**config.mk**
```make
export PLATFORM = sky130hd
export DESIGN_NAME = x_array_comparator_counter_flat
export DESIGN_NICKNAME = d
export VERILOG_FILES = /design/src/rtl/x_array_comparator_counter_if.sv /design/src/rtl/x_array_comparator_counter.sv /design/src/flat_wrapper.sv
export SDC_FILE = /design/constraint.sdc
export NUM_CORES = 1
export LEC_CHECK = 0
export ABC_CLOCK_PERIOD_IN_PS = 2680
export CORE_AREA = 2 2 512 514
export CTS_BUF_LIST = sky130_fd_sc_hd__clkbuf_16
export DETAILED_ROUTE_END_ITERATION = 12
export DIE_AREA = 0 0 514 516
export DONT_BUFFER_PORTS = 1
export PLACE_DENSITY = 0.3
export SKIP_LAST_GASP = 1
export SYNTH_ARGS = -nofsm -noshare
export SYNTH_HDL_FRONTEND = slang
export SYNTH_SLANG_ARGS = --single-unit
```
**constraint.sdc**
```tcl
create_clock -name i_clk -period 2.68 [get_ports i_clk]
set_clock_uncertainty 0.05 [all_clocks]
set_input_delay 0.268 -clock i_clk [delete_from_list [all_inputs] [get_ports i_clk]]
set_output_delay 0.268 -clock i_clk [all_outputs]
set_load 0.005 [all_outputs]
```
**src/rtl/x_array_comparator_counter_if.sv**
```systemverilog
// Bus bundle for the GF(p) divider termination/result-select unit.
// The slave side is the comparator/counter block; the master side is
// whatever owns the u/v/x1/x2 datapath registers and the start strobe.
interface x_array_comparator_counter_if;

    logic         start;
    logic [255:0] u;
    logic [255:0] v;
    logic [255:0] x1;
    logic [255:0] x2;
    logic         comp_u;
    logic         comp_v;
    logic         hold_en;
    logic [9:0]   counter;
    logic         done;
    logic [255:0] result;

    modport master (
        output start,
        output u,
        output v,
        output x1,
        output x2,
        input  comp_u,
        input  comp_v,
        input  hold_en,
        input  counter,
        input  done,
        input  result
    );

    modport slave (
        input  start,
        input  u,
        input  v,
        input  x1,
        input  x2,
        output comp_u,
        output comp_v,
        output hold_en,
        output counter,
        output done,
        output result
    );

endinterface

```
**src/rtl/x_array_comparator_counter.sv**
```systemverilog
// Termination and result-select unit for the 256-bit binary GF(p)
// divider/inverter. Detects u == 1 / v == 1 to stop the iteration,
// picks the final quotient (x2 wins over x1), and runs a mod-512
// down counter that bounds the iteration window. The result is only
// presented while the counter sits at zero; otherwise it reads 0.
module x_array_comparator_counter (
    input  logic                             i_clk,
    input  logic                             i_rst,
    x_array_comparator_counter_if.slave      if_bus
);

    localparam logic [255:0] LP_ONE        = 256'd1;
    localparam logic [9:0]   LP_COUNT_LOAD = 10'd511;

    logic         w_comp_u;
    logic         w_comp_v;
    logic         w_hold_en;
    logic [255:0] w_sel_x1;
    logic [255:0] w_sel;
    logic [255:0] w_result;
    logic [9:0]   r_counter;
    logic         r_done;

    // Bit-exact compare of u and v against one; either hit freezes the datapath
    always_comb begin
        w_comp_u  = (if_bus.u == LP_ONE);
        w_comp_v  = (if_bus.v == LP_ONE);
        w_hold_en = ~(w_comp_u | w_comp_v);
    end

    // X_Array gating stage: every x1 bit ANDed with the u == 1 flag
    always_comb begin
        w_sel_x1 = if_bus.x1 & {256{w_comp_u}};
    end

    // Quotient select (v == 1 has priority) and zero-forcing while counting
    always_comb begin
        w_sel    = w_comp_v ? if_bus.x2 : w_sel_x1;
        w_result = r_done ? w_sel : '0;
    end

    // Saturating down counter with done kept as a register alongside it
    always_ff @(posedge i_clk) begin
        if (i_rst) begin
            r_counter <= '0;
            r_done    <= 1'b1;
        end else if (if_bus.start) begin
            r_counter <= LP_COUNT_LOAD;
            r_done    <= 1'b0;
        end else if (r_counter != 10'd0) begin
            r_counter <= r_counter - 10'd1;
            r_done    <= (r_counter == 10'd1);
        end else begin
            r_counter <= r_counter;
            r_done    <= 1'b1;
        end
    end

    assign if_bus.comp_u  = w_comp_u;
    assign if_bus.comp_v  = w_comp_v;
    assign if_bus.hold_en = w_hold_en;
    assign if_bus.counter = r_counter;
    assign if_bus.done    = r_done;
    assign if_bus.result  = w_result;

endmodule

```
**src/flat_wrapper.sv**
```systemverilog
// flat-port wrapper written by rule: the top's interface ports become plain ports
module x_array_comparator_counter_flat 
  (i_clk, i_rst, if_bus_start, if_bus_u, if_bus_v, if_bus_x1, if_bus_x2, if_bus_comp_u, if_bus_comp_v, if_bus_hold_en, if_bus_counter, if_bus_done, if_bus_result);
  x_array_comparator_counter_if if_bus_i ();
  input  logic i_clk;
  input  logic i_rst;
  input wire logic [$bits(if_bus_i.start)-1:0] if_bus_start;
  input wire logic [$bits(if_bus_i.u)-1:0] if_bus_u;
  input wire logic [$bits(if_bus_i.v)-1:0] if_bus_v;
  input wire logic [$bits(if_bus_i.x1)-1:0] if_bus_x1;
  input wire logic [$bits(if_bus_i.x2)-1:0] if_bus_x2;
  output wire logic [$bits(if_bus_i.comp_u)-1:0] if_bus_comp_u;
  output wire logic [$bits(if_bus_i.comp_v)-1:0] if_bus_comp_v;
  output wire logic [$bits(if_bus_i.hold_en)-1:0] if_bus_hold_en;
  output wire logic [$bits(if_bus_i.counter)-1:0] if_bus_counter;
  output wire logic [$bits(if_bus_i.done)-1:0] if_bus_done;
  output wire logic [$bits(if_bus_i.result)-1:0] if_bus_result;
  assign if_bus_i.start = if_bus_start;
  assign if_bus_i.u = if_bus_u;
  assign if_bus_i.v = if_bus_v;
  assign if_bus_i.x1 = if_bus_x1;
  assign if_bus_i.x2 = if_bus_x2;
  assign if_bus_comp_u = if_bus_i.comp_u;
  assign if_bus_comp_v = if_bus_i.comp_v;
  assign if_bus_hold_en = if_bus_i.hold_en;
  assign if_bus_counter = if_bus_i.counter;
  assign if_bus_done = if_bus_i.done;
  assign if_bus_result = if_bus_i.result;
  x_array_comparator_counter u_core (.i_clk(i_clk), .i_rst(i_rst), .if_bus(if_bus_i));
endmodule
```
==> flow_metrics.py <==
metrics = {
    "detailed_routing": {
        "drc_errors": 0,
        "wl_per_cell_um": 42.6,
        "route.vias.total": 10500,
        "via_per_inst": 2.43,
        "detail-route-antenna-nets": 0,
        "dr.first_iter.drc_count": 1193,
        "drt-pass1-iter-count": 5,
        "wirelength_mm": 184,
    },
    "placement": {
        "dpl_cell_area_sq_um": 12000,
        "place_congestion": 1.25,
        "place.detailed.hpwl_mm": 170,
        "port_buffers": 0,
    },
    "pwr": {
        "power.net_switching_mw": 0.280,
        "power.share.clock": 0.366,
        "power_switching_share": 0.371,
        "p_int_mw": 0.476,
        "vdd_drop_max_uv": 170,
        "power_frac_seq": 0.261,
        "power_frac_comb": 0.374,
        "total_power_mw": 0.756,
        "power_leakage_nw": 4.12,
        "total_power_per_unit_cell_area_nw_per_um2": 55.0,
    },
    "run": {
        "max_cap_violations": 0,
    },
    "synth": {
        "synth-main-ff-cell": "sky130_fd_sc_hd__dfxtp_1",
        "yosysSeqAreaShare": 0.0450,
        "synthCells": 577,
        "synth_enable_flop_cells": 0,
        "synthesis.yosys.warnings": 0,
        "synth_largest_type_area_fraction": 0.523,
        "synth_fp_nets": 1606,
        "synth.cell_area_sq_um": 4900,
        "postSynth.asyncResetShare": 0,
        "post_synth.cell_area_avg_sq_um": 8.49,
        "ys_top_cells_by_count": "sky130_fd_sc_hd__a32o_1 (256), sky130_fd_sc_hd__nor4_1 (135), sky130_fd_sc_hd__nand4_1 (34)",
        "synth_seq_cells": 11,
        "yosys_top_cell_by_area": "sky130_fd_sc_hd__a32o_1",
        "post-synth-top-count-cell": "sky130_fd_sc_hd__a32o_1",
        "post_synth_main_area_contributors": "sky130_fd_sc_hd__a32o_1 (52%), sky130_fd_sc_hd__nor4_1 (17%), sky130_fd_sc_hd__buf_8 (6.1%)",
        "synth.distinct_cells": 25,
    },
    "grt": {
        "grt_overflow_total": 0,
        "global_route_wire_length_before_repair_mm": 195,
        "grt_start_max_net_pins": 75,
        "antenna_found_initial": 305,
        "grt_use_total": 0.128,
        "first_global_vias": 8481,
    },
    "cts": {
        "root_buffer": "sky130_fd_sc_hd__clkbuf_16",
        "cts_buffers": 3,
        "cts.path.max_buffers": 2,
        "h-tree-depth": 1,
        "cts.clk_slew.worst_paths_ns": 0.04,
        "cts_hold_buf": 0,
        "clk-insertion-delay-late_ns": 0.24,
        "clkSinkCount": 11,
        "tritoncts": "done",
    },
    "layout": {
        "utilization": 0.0531,
        "finish.net_count": 1795,
        "post-route-cell-area_sq_um": 13800,
        "filler_cell_count": 30500,
        "flow.area_growth_from_synthesis_pct": 181,
        "drive_gt1_frac": 0.659,
    },
    "timing": {
        "max-slew-margin-rel": 0.460,
        "timing_worst_slew_pin_value_ns": 0.808,
        "final.setup.worst_slack_ns": -0.896,
        "timing.final.setup_violations": 258,
        "finalHoldViolations": 0,
        "final_period_minus_worst_setup_slack_ns": 3.58,
        "timing.hold.ws_ns": 0.0407,
        "maxClockFrequency_mhz": 280,
        "totalNegativeSetupSlack_ns": -208.15,
        "grt_setup_unrepaired": "true",
        "maxSlewViolCount": 0,
        "timing.final.crit_share": 1.33,
    },
    "floorplan": {
        "fp.dieArea_sq_um": 265000,
        "floorplan.initialDensity": 0.0189,
        "die_width_um": 514,
        "fp.dieH_um": 516,
        "core_region_sq_um": 259000,
        "io_pins": 1297,
        "rows": 187,
    },
    "worst_setup_path": {
        "critical_path_class": "in -> out",
        "crit_start": "if_bus_u[67]",
        "critPathCapture": "if_bus_result[190]",
        "r2r-end": "u_core.if_bus.counter[7]",
        "r2r_start": "u_core.if_bus.counter[0]",
        "critical_path.startpoint_type": "input port",
        "worst_ep_arrival_time_ns": 3.26,
        "endpoint_kind": "primary output",
        "crit_required_ns": 2.36,
        "ff2ff_path_depth": 8,
        "regToRegSetupSlack_ns": 0.55,
        "crit_fanout": 11,
    },
    "run_status": {
        "violated_checks": "setup timing",
        "outcome": "complete, but fails checks",
    },
    "min_path": {
        "path_class_of_the_lowest_slack_min_delay_path": "in -> reg",
    },
}
## metrics by stage
| stage | instances | worst slack [ns] |
|---|---|---|
| finish | 4318 | -0.896 |
| global route | 4246 | -1.08 |
| CTS | 4146 | -1.16 |
| detailed placement | 4129 | -1.39 |
| global placement | 4129 | -1.41 |
| floorplan | 577 | 0.510 |
## cell families after synthesis
logic type      after synthesis  share of synthesized area
compound gates              270                      0.539
xor+xnor                      5                    0.00894
fa+ha+maj                     2                    0.00511
buf+inv                      93                      0.153
flops                        11                     0.0450
simple gates                196                      0.249
## per-layer routing
| layer | routed length (um) | global-route usage | vias up | share of wire |
|---|---|---|---|---|
| met5 | 1590 | 0.0103 | - | 0.0087 |
| met4 | 8080 | 0.0553 | 204 | 0.044 |
| met3 | 37800 | 0.120 | 613 | 0.21 |
| met2 | 82400 | 0.201 | 1581 | 0.45 |
| met1 | 53900 | 0.110 | 4705 | 0.29 |
| li1 | - | - | 3374 | - |
## worst max-delay path, cell delays in order
cell and delay (ns):
sky130_fd_sc_hd__nor4_2 0.36, sky130_fd_sc_hd__nand4_1 0.39, sky130_fd_sc_hd__buf_4 0.27, sky130_fd_sc_hd__nor4_1 0.33, sky130_fd_sc_hd__buf_4 0.17, sky130_fd_sc_hd__nand4_1 0.20
sky130_fd_sc_hd__buf_4 0.22, sky130_fd_sc_hd__nor2b_4 0.14, sky130_fd_sc_hd__buf_4 0.14, sky130_fd_sc_hd__buf_12 0.18, sky130_fd_sc_hd__buf_4 0.16, sky130_fd_sc_hd__buf_6 0.16
sky130_fd_sc_hd__a32o_1 0.24
## registers in the layout, summed over array words and instances (netlist names)
register               count
u_core.if_bus.counter     10
u_core.if_bus.done         1
## worst min-delay path by stage
stage,from,endpoint,slack (ns),depth (start not counted)
2_1_floorplan,if_bus_start,u_core.if_bus.counter[9],0.30,1
3_3_place_gp,i_rst,u_core.if_bus.counter[5],0.29,1
3_5_place_dp,i_rst,u_core.if_bus.counter[8],0.29,1
4_1_cts,i_rst,u_core.if_bus.counter[1],0.04,1
5_1_grt,i_rst,u_core.if_bus.counter[7],0.04,1
6_report,i_rst,u_core.if_bus.counter[1],0.04,1
## cell type report
class | instances | area [sq um] | area share
multi-input combinational | 473 | 4460 | 0.324
timing repair buffer | 271 | 4340 | 0.316
tap | 3402 | 4260 | 0.309
antenna | 151 | 378 | 0.0275
sequential | 11 | 224 | 0.0163
clock buffer | 3 | 75.1 | 0.00545
inverter | 6 | 22.5 | 0.00164
clock inverter | 1 | 3.75 | 0.000273
## timing repair
item,CTS,global route
gates cloned,6,13
buffers inserted,7,12
pin swaps,64,97
endpoints found under the setup margin,259,259
gates resized for setup,156,119
hold endpoints to repair,0,0
## layout by cell type (no fill, tap or decap)
cell type                     n
sky130_fd_sc_hd__diode_2    151
sky130_fd_sc_hd__clkbuf_16   15
sky130_fd_sc_hd__o21ai_0      1
sky130_fd_sc_hd__buf_6       15
sky130_fd_sc_hd__a21oi_1     11
sky130_fd_sc_hd__nor4_1     106
sky130_fd_sc_hd__nor3_1       4
sky130_fd_sc_hd__buf_16       7
sky130_fd_sc_hd__dfxtp_1     10
sky130_fd_sc_hd__buf_4       83
sky130_fd_sc_hd__nor2b_4      1
sky130_fd_sc_hd__nor4b_1      2
sky130_fd_sc_hd__a32o_1      62
sky130_fd_sc_hd__nor2_1       4
sky130_fd_sc_hd__nand4_1     34
sky130_fd_sc_hd__a31o_2       1
sky130_fd_sc_hd__nand3_1      2
sky130_fd_sc_hd__xnor2_1      3
sky130_fd_sc_hd__nor2b_1      2
sky130_fd_sc_hd__buf_12     149
sky130_fd_sc_hd__nor2_4       1
sky130_fd_sc_hd__buf_8        5
sky130_fd_sc_hd__nor4_2      21
sky130_fd_sc_hd__a31oi_1      1
sky130_fd_sc_hd__ha_1         2
sky130_fd_sc_hd__dfxtp_4      1
sky130_fd_sc_hd__nor4_4      10
sky130_fd_sc_hd__nor4b_2      1
sky130_fd_sc_hd__nand2_1      4
sky130_fd_sc_hd__inv_1        7
sky130_fd_sc_hd__nand3b_1     4
sky130_fd_sc_hd__xor2_1       2
sky130_fd_sc_hd__a32o_2     194
## power by group through the flow
stage	Clock (mW)	Sequential, mW	Combinational (mW)
finish	0.277	0.197	0.283
global route	0.292	0.199	0.304
CTS	0.282	0.198	0.291
detailed placement	0	0.201	0.286
global placement	0	0.201	0.281
floorplan	0	0.196	0.145
(Power assumes the default switching activity.)
